File: src/rtl/tremolo_pkg.sv
// tremolo_pkg: shared constants and the LFO clamp helper for the tremolo
// modulator. The LFO word is 0..512, where 512 means "no attenuation".
package tremolo_pkg;

  localparam int LFO_MAX     = 512;
  localparam int LFO_W       = 10;
  localparam int GAIN_W      = 10;
  localparam int GAIN_SHIFT  = 9;
  localparam int DEPTH_SHIFT = 8;

  // Saturate a raw 32-bit LFO word into the legal 0..512 range.
  function automatic logic [LFO_W-1:0] clamp_lfo(input logic [31:0] raw);
    logic [LFO_W-1:0] res;
    if ((|raw[31:10]) || (raw[9:0] > 10'd512)) begin
      res = 10'd512;
    end else begin
      res = raw[9:0];
    end
    return res;
  endfunction

endpackage

File: src/rtl/tremolo_modulator_lfo_capture.sv
// lfo_capture: brings the LFO word from the divided-clock domain into CLK.
// The word is clamped, passed through two flops, and only accepted into
// lfo_held once both flops agree, so a word caught mid-change never leaks out.
module lfo_capture
  import tremolo_pkg::*;
(
  input  logic              CLK,
  input  logic              RST_N,
  input  logic [31:0]       lfo_in,
  output logic [LFO_W-1:0]  lfo_held
);

  logic [LFO_W-1:0] s1_r;
  logic [LFO_W-1:0] s2_r;

  // Two-flop capture of the clamped word plus stability-qualified hold register.
  always_ff @(posedge CLK or negedge RST_N) begin
    if (!RST_N) begin
      s1_r     <= 10'd512;
      s2_r     <= 10'd512;
      lfo_held <= 10'd512;
    end else begin
      s1_r <= clamp_lfo(lfo_in);
      s2_r <= s1_r;
      if (s2_r == s1_r) begin
        lfo_held <= s2_r;
      end else begin
        lfo_held <= lfo_held;
      end
    end
  end

endmodule

File: src/rtl/tremolo_modulator.sv
// tremolo_modulator: three-stage amplitude modulation of a signed sample
// stream by a captured LFO word and a depth control.
// Optional build macro TREMOLO_DEPTH_RAMP_EN: depth_cur slews toward depth by
// one step per accepted sample instead of following depth directly.
module tremolo_modulator
  import tremolo_pkg::*;
#(
  parameter int SAMPLE_W = 24
) (
  input  logic                CLK,
  input  logic                RST_N,
  input  logic [31:0]         lfo_in,
  input  logic [7:0]          depth,
  input  logic                enable,
  input  logic                in_valid,
  input  logic [SAMPLE_W-1:0] sample_in,
  output logic                out_valid,
  output logic [SAMPLE_W-1:0] sample_out
);

  logic [LFO_W-1:0] lfo_held_s;
  logic [7:0]       depth_cur_s;

  lfo_capture u_lfo_capture (
    .CLK      (CLK),
    .RST_N    (RST_N),
    .lfo_in   (lfo_in),
    .lfo_held (lfo_held_s)
  );

`ifdef TREMOLO_DEPTH_RAMP_EN
  logic [7:0] depth_cur_r;

  // Slew depth_cur one step toward depth on each accepted sample.
  always_ff @(posedge CLK or negedge RST_N) begin
    if (!RST_N) begin
      depth_cur_r <= 8'd0;
    end else if (in_valid) begin
      if (depth_cur_r < depth) begin
        depth_cur_r <= depth_cur_r + 8'd1;
      end else if (depth_cur_r > depth) begin
        depth_cur_r <= depth_cur_r - 8'd1;
      end else begin
        depth_cur_r <= depth_cur_r;
      end
    end else begin
      depth_cur_r <= depth_cur_r;
    end
  end

  assign depth_cur_s = depth_cur_r;
`else
  assign depth_cur_s = depth;
`endif

  // Stage 1 registers
  logic                       s1_valid_r;
  logic signed [SAMPLE_W-1:0] s1_sample_r;
  logic                       s1_enable_r;
  logic [LFO_W-1:0]           s1_lfo_r;
  logic [7:0]                 s1_depth_r;

  // Stage 1: accept the sample together with the controls in force at accept.
  always_ff @(posedge CLK or negedge RST_N) begin
    if (!RST_N) begin
      s1_valid_r  <= 1'b0;
      s1_sample_r <= {SAMPLE_W{1'b0}};
      s1_enable_r <= 1'b0;
      s1_lfo_r    <= 10'd512;
      s1_depth_r  <= 8'd0;
    end else begin
      s1_valid_r <= in_valid;
      if (in_valid) begin
        s1_sample_r <= sample_in;
        s1_enable_r <= enable;
        s1_lfo_r    <= lfo_held_s;
        s1_depth_r  <= depth_cur_s;
      end else begin
        s1_sample_r <= s1_sample_r;
        s1_enable_r <= s1_enable_r;
        s1_lfo_r    <= s1_lfo_r;
        s1_depth_r  <= s1_depth_r;
      end
    end
  end

  logic [LFO_W-1:0]  lfo_room_s;
  logic [17:0]       depth_prod_s;
  logic [GAIN_W-1:0] atten_s;
  logic [GAIN_W-1:0] gain_s;
  logic              unused_depth_bits_s;

  // Gain: 512 minus depth-scaled distance of the LFO from full scale.
  always_comb begin
    lfo_room_s   = 10'd512 - s1_lfo_r;
    depth_prod_s = 18'(s1_depth_r) * 18'(lfo_room_s);
    atten_s      = depth_prod_s[17:DEPTH_SHIFT];
    if (s1_enable_r) begin
      gain_s = 10'd512 - atten_s;
    end else begin
      gain_s = 10'd512;
    end
  end

  assign unused_depth_bits_s = ^depth_prod_s[DEPTH_SHIFT-1:0];

  // Stage 2 registers
  logic                       s2_valid_r;
  logic signed [SAMPLE_W-1:0] s2_sample_r;
  logic [GAIN_W-1:0]          s2_gain_r;

  // Stage 2: hold the sample alongside its computed gain.
  always_ff @(posedge CLK or negedge RST_N) begin
    if (!RST_N) begin
      s2_valid_r  <= 1'b0;
      s2_sample_r <= {SAMPLE_W{1'b0}};
      s2_gain_r   <= 10'd512;
    end else begin
      s2_valid_r <= s1_valid_r;
      if (s1_valid_r) begin
        s2_sample_r <= s1_sample_r;
        s2_gain_r   <= gain_s;
      end else begin
        s2_sample_r <= s2_sample_r;
        s2_gain_r   <= s2_gain_r;
      end
    end
  end

  logic signed [GAIN_W:0]     gain_ext_s;
  logic signed [SAMPLE_W+10:0] prod_s;
  logic                       unused_prod_bits_s;

  // Signed multiply by the zero-extended gain; the >>>9 is a bit select.
  always_comb begin
    gain_ext_s = {1'b0, s2_gain_r};
    prod_s     = s2_sample_r * gain_ext_s;
  end

  assign unused_prod_bits_s = ^{prod_s[SAMPLE_W+10:SAMPLE_W+9], prod_s[GAIN_SHIFT-1:0]};

  // Stage 3: register the scaled sample; output holds between samples.
  always_ff @(posedge CLK or negedge RST_N) begin
    if (!RST_N) begin
      out_valid  <= 1'b0;
      sample_out <= {SAMPLE_W{1'b0}};
    end else begin
      out_valid <= s2_valid_r;
      if (s2_valid_r) begin
        sample_out <= prod_s[SAMPLE_W+8:GAIN_SHIFT];
      end else begin
        sample_out <= sample_out;
      end
    end
  end

endmodule

File: config.mk
export PLATFORM = sky130hd
export DESIGN_NAME = tremolo_modulator
export DESIGN_NICKNAME = d
export VERILOG_FILES = /design/src/rtl/tremolo_pkg.sv /design/src/rtl/tremolo_modulator_lfo_capture.sv /design/src/rtl/tremolo_modulator.sv
export SDC_FILE = /design/constraint.sdc
export NUM_CORES = 1
export LEC_CHECK = 0
export ABC_AREA = 1
export CORE_MARGIN = 2
export CORE_UTILIZATION = 65
export DETAILED_ROUTE_END_ITERATION = 8
export DONT_BUFFER_PORTS = 1
export GPL_ROUTABILITY_DRIVEN = 0
export PLACE_DENSITY = 0.81
export SLEW_MARGIN = 30
export SYNTH_ARGS = -nofsm -noshare
export SYNTH_HDL_FRONTEND = slang
export SYNTH_HIERARCHICAL = 1
export SYNTH_SLANG_ARGS = --single-unit
File: constraint.sdc
create_clock -name CLK -period 10.2 [get_ports CLK]
set_clock_uncertainty 0.05 [all_clocks]
set_input_delay 2.55 -clock CLK [delete_from_list [all_inputs] [get_ports CLK]]
set_output_delay 2.55 -clock CLK [all_outputs]
set_load 0.005 [all_outputs]
After elaboration in Yosys (flattened, before gate mapping)
Cells that the tools add are included. W data, S select, Z words.

Logic and storage cells: 23. Output and inout bits: 25. Flip-flop bits (word level): 134.

Equal/unequal tests: 1. Reduce and logical (&&, ||, !) cells: 2. Mux-type cells: 2. Add/subtract/negate cells: 2. Magnitude comparators: 1. $mul: 2.

Operators by type and width (number): $mul A24 B11 Y33 (1); $reduce_or A22 Y1 (1); $mux W10 (2); $sub A10 B10 Y10 const A (2); $mul A8 B10 Y18 (1); $eq A10 B10 Y1 (1); $gt A10 B10 Y1 const B (1); $logic_or A1 B1 Y1 (1).

Longest topological paths before layout
Gate-level depths: netlist (run 1).

Word-level depth: 4. Depth in mapped cells: 38. Depth with buffers taken out: 37.

Modules after synthesis
Netlist (run 1), hierarchy kept.

By module, submodules not included: tremolo_modulator (times used 1, sequential area each 2605.0 µm², area an instance 15331.0 µm², cells an instance 1994); lfo_capture (times used 1, sequential area each 754.5 µm², area an instance 1373.8 µm², cells an instance 160).

Worst setup path after synthesis (run 1)
No wires, ideal clock.

Kind: reg2reg. From: register s1_lfo_r[0]. To: register s2_gain_r[6]. Required time: 10.033 ns. Buffers on the path: 1. Stages on the path, launching flop included: 33. Slack: 4.981 ns. Data arrival time: 5.051 ns. Period minus slack after synthesis: 5.219 ns. Path through: dfrtp_1 -> buf_6 -> inv_1 -> ha_1 -> nand2_1 -> nor2_1 -> inv_1 -> nor2_1 -> inv_1 -> nand2_1 -> inv_1 -> nand2_1 -> fa_1 -> fa_1 -> inv_1 -> fa_1 -> inv_1 -> fa_1 -> inv_1 -> ha_1 -> a21oi_1 -> nand2_1 -> o21bai_1 -> xor2_1 -> inv_1 -> ha_1 -> inv_1 -> nor2_2 -> nand2_1 -> nor2_2 -> nand3_1 -> nand3_1 -> nand2_1.

Word-level cells in the longest chain between the ends: 4.

Ends and longest elaborated chain: start: declaration (RTL line tremolo_modulator.sv:60) `logic [LFO_W-1:0] s1_lfo_r;`; start signal: assignment (RTL line tremolo_modulator.sv:76) `s1_lfo_r <= lfo_held_s;`; start signal: assignment (RTL line tremolo_modulator.sv:81) `s1_lfo_r <= s1_lfo_r;`; $sub A10 B10 Y10 (RTL line tremolo_modulator.sv:95) `lfo_room_s = 10'd512 - s1_lfo_r;`; $mul A8 B10 Y18 (RTL line tremolo_modulator.sv:96) `depth_prod_s = 18'(s1_depth_r) * 18'(lfo_room_s);`; $sub A10 B10 Y10 (RTL line tremolo_modulator.sv:99) `gain_s = 10'd512 - atten_s;`; $mux W10 (RTL line tremolo_modulator.sv:98) `if (s1_enable_r) begin`; end signal: assignment (RTL line tremolo_modulator.sv:122) `s2_gain_r <= gain_s;`; end signal: assignment (RTL line tremolo_modulator.sv:125) `s2_gain_r <= s2_gain_r;`; end: declaration (RTL line tremolo_modulator.sv:110) `logic [GAIN_W-1:0] s2_gain_r;`.

No other way between the ends. A chain may end at the register's enable or synchronous reset.

Worst setup path after layout (run 1)
From: register s1_lfo_r[0]. To: register s2_gain_r[9].

The elaborated chain is that of the path after synthesis.

==> results of run 1 <==
[final cells by class]
type	instances	area, um^2	area share, %
clock buffer	20	467	2.67
inverter	532	2000	11.4
tap	330	413	2.36
multi-input combinational	1416	11100	63.3
timing repair buffer	3	22.5	0.129
clock inverter	12	164	0.937
sequential	134	3360	19.2
[Yosys cell counts (5+ instances only)]
master	instances	share of area, %
a21oi_1	40	1.2
dfrtp_1	129	19
o21ai_1	7	0.21
clkbuf_1	66	1.5
nand3_1	51	1.5
nor2_2	17	0.64
nor3_1	12	0.36
xnor2_1	18	0.94
fa_1	247	30
a21o_1	5	0.22
nand2_2	12	0.45
nor2_1	137	3.1
nand3b_1	11	0.49
ha_1	106	7.9
dfstp_2	5	0.79
xor2_1	8	0.42
inv_1	528	12
nand4_1	11	0.41
o21ai_0	102	3.1
nand2_1	582	13
a31oi_1	10	0.37
[state kept, by name, summed over array words and instances, names as in the netlist]
register and flops:
s1_valid_r 1, u_lfo_capture/lfo_held 10, s2_sample_r 24, s1_lfo_r 10, out_valid 1, sample_out 24
s2_gain_r 10, s1_enable_r 1, s1_sample_r 24, s2_valid_r 1, u_lfo_capture/s2_r 10, u_lfo_capture/s1_r 10
s1_depth_r 8
[stage by stage]
step / worst slack [ns] / std cells
2_1_floorplan: 4.98 / 2154
3_3_place_gp: 4.51 / 2415
3_5_place_dp: 4.33 / 2415
4_1_cts: 4.26 / 2447
5_1_grt: 3.77 / 2447
6_report: 4.24 / 2447
[worst max-delay path: cells and delay by family, from the launching register on]
kind,cells,cell delay [ns]
AOI/OAI and AO/OA,1,0.11
xor gates and xnor gates,1,0.27
adders and majority gates,6,2.49
buffers and inverters,6,0.52
DFF,1,0.51
and+or+nand+nor,17,1.94
[power groups by stage]
stage	combinational [uW]	clock (uW)	sequential [uW]
6_report	1660	676	745
5_1_grt	1900	699	757
4_1_cts	1640	676	742
3_5_place_dp	1620	0	751
3_3_place_gp	1570	0	747
2_1_floorplan	1300	0	658
[metal layers]
metal | up-vias | global-route usage (%)
met5 | - | 0
met4 | 2 | 12.0
met3 | 118 | 4.29
met2 | 562 | 52.6
met1 | 6525 | 37.1
li1 | 6229 | -
[logic make-up (layout without fill, tap and decap cells)]
logic type / after synthesis / in the layout / share of synthesized area, %
AND/OR/NAND/NOR: 850 / 850 / 20.9
buffers and inverters: 604 / 567 / 13.7
adder cells (fa/ha/maj): 353 / 353 / 37.5
AO/OA/AOI/OAI: 183 / 183 / 6.07
flip-flops: 134 / 134 / 20.1
XOR/XNOR: 27 / 27 / 1.46
multiplexers: 3 / 3 / 0.202
[worst paths after layout]
kind | depth (start not counted) | end | startpoint
min | 0 | u_lfo_capture/s2_r[9] | u_lfo_capture/s1_r[9]
max reg2reg | 31 | s2_gain_r[9] | s1_lfo_r[0]
max | 31 | s2_gain_r[9] | s1_lfo_r[0]
max in group asynchronous | 0 | u_lfo_capture/s2_r[9] | RST_N
min reg2reg | 0 | u_lfo_capture/s2_r[9] | u_lfo_capture/s1_r[9]
min in group asynchronous | 0 | s1_sample_r[5] | RST_N
==> metrics.txt, run 1 <==
# TYPE chip_impl_metric gauge
chip_impl_metric{name="place_area",unit="um^2"} 16900
chip_impl_metric{name="vias",unit=""} 13400
chip_impl_info{name="synth_flop_cell",value="dfrtp_1"} 1
chip_impl_metric{name="worst_endpoint_required_time",unit="ns"} 10.51
chip_impl_metric{name="largest_net_degree_at_the_start_of_global_routing",unit=""} 135
chip_impl_metric{name="synth_nets",unit=""} 2575
chip_impl_metric{name="power.density_cell_area",unit="nW/um^2"} 176
chip_impl_metric{name="wl_per_cell",unit="um"} 15.4
chip_impl_metric{name="hold_viol_final",unit=""} 0
chip_impl_metric{name="report.power.total",unit="uW"} 3080
chip_impl_metric{name="p_leak",unit="uW"} 0.00953
chip_impl_metric{name="synthesis.instances",unit=""} 2154
chip_impl_metric{name="drcViolationCount",unit=""} 0
chip_impl_info{name="critPathLaunchType",value="flop"} 1
chip_impl_metric{name="final.setup.tns",unit="ns"} 0
chip_impl_metric{name="dieArea",unit="um^2"} 27000
chip_impl_metric{name="core",unit="um^2"} 25200
chip_impl_metric{name="dieWidth",unit="um"} 164
chip_impl_metric{name="hold_fix_buffer_count_after_cts",unit=""} 0
chip_impl_metric{name="combPwrFrac",unit="%"} 53.9
chip_impl_metric{name="post-route-util",unit="%"} 69.4
chip_impl_metric{name="met2RoutedLength",unit="um"} 18800
chip_impl_info{name="cp_slowest_cell",value="fa_1"} 1
chip_impl_metric{name="synth.ff_latch_count",unit=""} 134
chip_impl_metric{name="antenna_found_initial",unit=""} 1
chip_impl_metric{name="power_switching",unit="uW"} 1440
chip_impl_metric{name="antennaDiodeCount",unit=""} 0
chip_impl_metric{name="cts.path.max_buffers",unit=""} 2
chip_impl_metric{name="iteration_0_drc_markers",unit=""} 864
chip_impl_metric{name="place.port_buffers",unit=""} 0
chip_impl_info{name="min-delay-path-class",value="reg2reg"} 1
chip_impl_metric{name="synth_edf_count",unit=""} 0
chip_impl_metric{name="timing.critical_path.slowest_cell_delay",unit="ns"} 0.52
chip_impl_metric{name="gr-total-overflow",unit=""} 0
chip_impl_metric{name="routedLengthMet1",unit="um"} 15100
chip_impl_metric{name="drt_first_pass_iters",unit=""} 9
chip_impl_metric{name="grt_pass1_vias",unit=""} 14000
chip_impl_info{name="path_class",value="reg2reg"} 1
chip_impl_metric{name="p_clk_share",unit="%"} 21.9
chip_impl_metric{name="post_synth_instance_area",unit="um^2"} 16700
chip_impl_metric{name="dp_hpwl",unit="um"} 29300
chip_impl_metric{name="cell_internal_pwr",unit="uW"} 1640
chip_impl_metric{name="ant_nets",unit=""} 0
chip_impl_metric{name="drt-total-wl",unit="um"} 37600
chip_impl_info{name="route.top_layer_used",value="met5"} 1
chip_impl_metric{name="cts_sinks",unit=""} 134
chip_impl_info{name="root_buffer",value="clkbuf_16"} 1
chip_impl_metric{name="p_sw_share",unit="%"} 46.7
chip_impl_metric{name="layout-drive-gt1-share",unit="%"} 4.35
chip_impl_metric{name="ir_worst_vdd",unit="mV"} 0.141
chip_impl_metric{name="cts_post_setup_buffers_inserted",unit=""} 0
chip_impl_metric{name="h-tree-depth",unit=""} 4
chip_impl_metric{name="detail_route.vias_per_cell",unit=""} 5.49
chip_impl_metric{name="count_of_fill_cells_added_during_filler_insertion",unit=""} 1946
chip_impl_metric{name="fmaxAchievable",unit="MHz"} 168
chip_impl_metric{name="clk_transition_reported_paths",unit="ns"} 0.06
chip_impl_metric{name="gr-usage-all-layers",unit="%"} 29.9
chip_impl_metric{name="worst_slew_pin_slew",unit="ns"} 0.992
chip_impl_metric{name="clk_lat_worst_skew",unit="ns"} 0.44
chip_impl_metric{name="yosysWarnings",unit=""} 6
chip_impl_metric{name="cts_made_buffers",unit=""} 17
chip_impl_metric{name="start_util",unit="%"} 66.3
chip_impl_metric{name="max-slew-margin-rel",unit="%"} 33.9
chip_impl_info{name="rsz0062_at_grt",value="false"} 1
chip_impl_metric{name="slew_violations",unit=""} 0
chip_impl_metric{name="fp-row-count",unit=""} 58
chip_impl_metric{name="syn_to_final_growth",unit="%"} 4.67
chip_impl_metric{name="flop_to_flop_setup_slack",unit="ns"} 4.24
chip_impl_metric{name="final.period_utilization",unit="%"} 58.5
chip_impl_info{name="end_kind",value="flop"} 1
chip_impl_metric{name="drv.max_cap_violation_count",unit=""} 0
chip_impl_info{name="run_status",value="finished clean"} 1
chip_impl_metric{name="timing.final.setup_violations",unit=""} 0
chip_impl_info{name="final_common_cell",value="nand2_1"} 1
chip_impl_metric{name="ctsResizeCount",unit=""} 0
chip_impl_metric{name="post-route-min-period",unit="ns"} 5.96
chip_impl_info{name="tritoncts",value="yes"} 1
chip_impl_metric{name="die_h",unit="um"} 164
chip_impl_metric{name="nNetsFinal",unit=""} 2525
chip_impl_metric{name="sequentialPowerShare",unit="%"} 24.2
chip_impl_metric{name="synth.lib_cells_used.distinct",unit=""} 50
chip_impl_metric{name="asyncSetResetFlopFracSynth",unit="%"} 100
chip_impl_metric{name="finalInstanceArea",unit="um^2"} 17500
chip_impl_metric{name="critical_path.max_fanout",unit=""} 10
chip_impl_metric{name="grt_first_pass_wirelength",unit="um"} 63900
chip_impl_metric{name="routed-wl-met3",unit="um"} 2460
chip_impl_metric{name="hold_slack",unit="ns"} 0.327
chip_impl_metric{name="avgSynthCellArea",unit="um^2"} 7.76
chip_impl_metric{name="synth_sequential_area_ratio",unit="%"} 20.1
chip_impl_metric{name="ioPinCount",unit=""} 93
chip_impl_metric{name="crit_arrival",unit="ns"} 6.27
chip_impl_info{name="mostFrequentLayoutCells",value="582 x nand2_1, 528 x inv_1, 247 x fa_1"} 1
No activity file was read; power rests on OpenSTA's default activity.
==> run 2, diff against run 1 <==
CORE_UTILIZATION = 60   (was 65)
PLACE_DENSITY = 0.79   (was 0.81)
clock period = 5.35 ns   (was 10.2 ns; I/O delays follow)
==> metrics.txt, run 2 (synthesis results as in run 1) <==
# TYPE chip_impl_metric gauge
chip_impl_info{name="run_status",value="finished, violations left"} 1
chip_impl_info{name="violations_in_the_final_reports",value="negative setup slack"} 1
chip_impl_metric{name="ioPinCount",unit=""} 93
chip_impl_metric{name="drt_first_pass_iters",unit=""} 8
chip_impl_metric{name="area_of_the_multi_input_gates",unit="um^2"} 11700
chip_impl_metric{name="critical_path_buf_inv_count",unit=""} 5
chip_impl_metric{name="timing.critical_path.slowest_cell_delay",unit="ns"} 0.52
chip_impl_info{name="layout_top_registers",value="s1_sample_r: 24 flops, s2_sample_r: 24 flops, sample_out: 24 flops"} 1
chip_impl_metric{name="antennaDiodeCount",unit=""} 0
chip_impl_info{name="final_common_cell",value="nand2_1"} 1
chip_impl_info{name="min-delay-path-class",value="reg2reg"} 1
chip_impl_metric{name="cts_made_buffers",unit=""} 17
chip_impl_info{name="worst_path_dominant_cell_family",value="adder cells"} 1
chip_impl_metric{name="place.port_buffers",unit=""} 0
chip_impl_metric{name="die_h",unit="um"} 171
chip_impl_info{name="cp_slowest_cell",value="fa_1"} 1
chip_impl_metric{name="timing.final.setup_violations",unit=""} 4
chip_impl_metric{name="start_util",unit="%"} 60.5
chip_impl_metric{name="layout-drive-gt1-share",unit="%"} 15.3
chip_impl_metric{name="hold_fix_buffer_count_after_cts",unit=""} 0
chip_impl_metric{name="gr-usage-all-layers",unit="%"} 28.6
chip_impl_metric{name="iteration_0_drc_markers",unit=""} 1136
chip_impl_info{name="root_buffer",value="clkbuf_16"} 1
chip_impl_metric{name="worst_slew_pin_slew",unit="ns"} 0.858
chip_impl_info{name="critPathLaunchType",value="flop"} 1
chip_impl_metric{name="h-tree-depth",unit=""} 4
chip_impl_info{name="tritoncts",value="yes"} 1
chip_impl_metric{name="core",unit="um^2"} 27600
chip_impl_metric{name="slew_violations",unit=""} 0
chip_impl_metric{name="ir_worst_vdd",unit="mV"} 0.235
chip_impl_metric{name="power.density_cell_area",unit="nW/um^2"} 324
chip_impl_metric{name="detail_route.vias_per_cell",unit=""} 5.47
chip_impl_info{name="mostFrequentLayoutCells",value="551 x nand2_1, 503 x inv_1, 244 x fa_1"} 1
chip_impl_metric{name="p_leak",unit="uW"} 0.0101
chip_impl_metric{name="grt_pass1_vias",unit=""} 14500
chip_impl_metric{name="drv.max_cap_violation_count",unit=""} 0
chip_impl_metric{name="cts_sinks",unit=""} 134
chip_impl_metric{name="gr-total-overflow",unit=""} 0
chip_impl_metric{name="finalNonFillerCells",unit=""} 2581
chip_impl_metric{name="post-route-util",unit="%"} 68.6
chip_impl_metric{name="largest_net_degree_at_the_start_of_global_routing",unit=""} 135
chip_impl_info{name="end_kind",value="flop"} 1
chip_impl_metric{name="fp-row-count",unit=""} 61
chip_impl_info{name="path_class",value="reg2reg"} 1
chip_impl_metric{name="fmaxAchievable",unit="MHz"} 182
chip_impl_metric{name="dieArea",unit="um^2"} 29200
chip_impl_metric{name="syn_to_final_growth",unit="%"} 13.5
chip_impl_metric{name="hold_slack",unit="ns"} 0.327
chip_impl_metric{name="clk_transition_reported_paths",unit="ns"} 0.07
chip_impl_metric{name="ant_nets",unit=""} 0
chip_impl_metric{name="critical_path.max_fanout",unit=""} 5
chip_impl_metric{name="dp_hpwl",unit="um"} 30300
chip_impl_metric{name="max-slew-margin-rel",unit="%"} 42.8
chip_impl_metric{name="antenna_found_initial",unit=""} 1
chip_impl_metric{name="dieWidth",unit="um"} 171
chip_impl_metric{name="final.period_utilization",unit="%"} 103
chip_impl_metric{name="worst_endpoint_required_time",unit="ns"} 5.67
chip_impl_metric{name="vias",unit=""} 14100
chip_impl_metric{name="placed_cells_incl_taps",unit=""} 2501
chip_impl_metric{name="final.setup.worst_slack",unit="ns"} -0.142
chip_impl_metric{name="post-route-min-period",unit="ns"} 5.49
chip_impl_metric{name="clk_lat_worst_skew",unit="ns"} 0.44
chip_impl_metric{name="nNetsFinal",unit=""} 2611
chip_impl_metric{name="grt_first_pass_wirelength",unit="um"} 66500
chip_impl_metric{name="area.sequential",unit="um^2"} 3380
chip_impl_metric{name="wl_per_cell",unit="um"} 16.4
chip_impl_metric{name="count_of_fill_cells_added_during_filler_insertion",unit=""} 2134
chip_impl_metric{name="crit_arrival",unit="ns"} 5.81
chip_impl_info{name="critical_path.most_common_cell",value="nand2_1"} 1
chip_impl_metric{name="drcViolationCount",unit=""} 0
chip_impl_metric{name="hold_viol_final",unit=""} 0
chip_impl_metric{name="drt-total-wl",unit="um"} 42200
chip_impl_metric{name="cts.path.max_buffers",unit=""} 2
chip_impl_info{name="rsz0062_at_grt",value="true"} 1
-- run 2: cell count changes in the layout (fill, tap and decap cells not counted), sizes merged --
cell      before  now
bufinv         3    0
clkinvlp       1    2
inv          533  538
clkinv         7    6
buf            3   87
-- run 2: report_power, final --
part | internal [uW] | switching [uW] | total, uW
Clock | 631 | 546 | 1180
Combinational | 1400 | 2220 | 3620
Sequential | 1170 | 176 | 1350
-- run 2: layer usage --
metal	vias to the layer above	wire [um]	global-route usage (%)
li1	6401	-	-
met1	6899	15800	34.5
met2	658	21700	51.2
met3	167	2820	4.09
met4	0	1890	12.4
met5	-	0	0
-- run 2: final timing paths --
kind	startpoint	slack [ns]	cells after the start	endpoint
worst max-delay path	s1_lfo_r[0]	-0.14	30	s2_gain_r[9]
worst min-delay path	u_lfo_capture/s1_r[9]	0.33	0	u_lfo_capture/s2_r[9]
worst max register to register	s1_lfo_r[0]	-0.14	30	s2_gain_r[9]
worst min register to register	u_lfo_capture/s1_r[9]	0.33	0	u_lfo_capture/s2_r[9]
max in group asynchronous	RST_N	4.35	0	u_lfo_capture/s2_r[9]
min in group asynchronous	RST_N	0.54	0	sample_out[15]
-- run 2: layout make-up --
class	count	area share, %
Timing Repair Buffer	89	4.35
Sequential cell	134	17.8
Clock inverter	14	0.713
Multi-Input combinational cell	1416	61.7
Inverter	532	10.6
Clock buffer	18	2.32
Tap cell	378	2.49
-- run 2: worst register-to-register path, delay by kind of cell, from the launching register on --
kind | cells | cell delay (ns)
and+or+nand+nor | 17 | 1.91
xor gates and xnor gates | 1 | 0.17
AOI/OAI and AO/OA | 2 | 0.33
adders and majority gates | 5 | 2.28
DFF | 1 | 0.40
buffers and inverters | 5 | 0.31
-- run 2: repair_timing --
action	in CTS	in global routing
gates cloned	0	2
setup endpoints to repair	14	27
gates resized for setup	19	194
buffers inserted	7	39
pin swaps	9	66
-- run 2: metrics by stage --
stage          instance area (um^2)  power (uW)  TNS, ns  setup WS, ns
2_1_floorplan                 16700        3740        0         0.131
6_report                      19000        6140   -0.316        -0.142
3_3_place_gp                  17200        4530        0        0.0372
5_1_grt                       19000        6690    -1.95        -0.340
4_1_cts                       18000        5850        0       0.00182
3_5_place_dp                  17200        4640   -0.465        -0.110
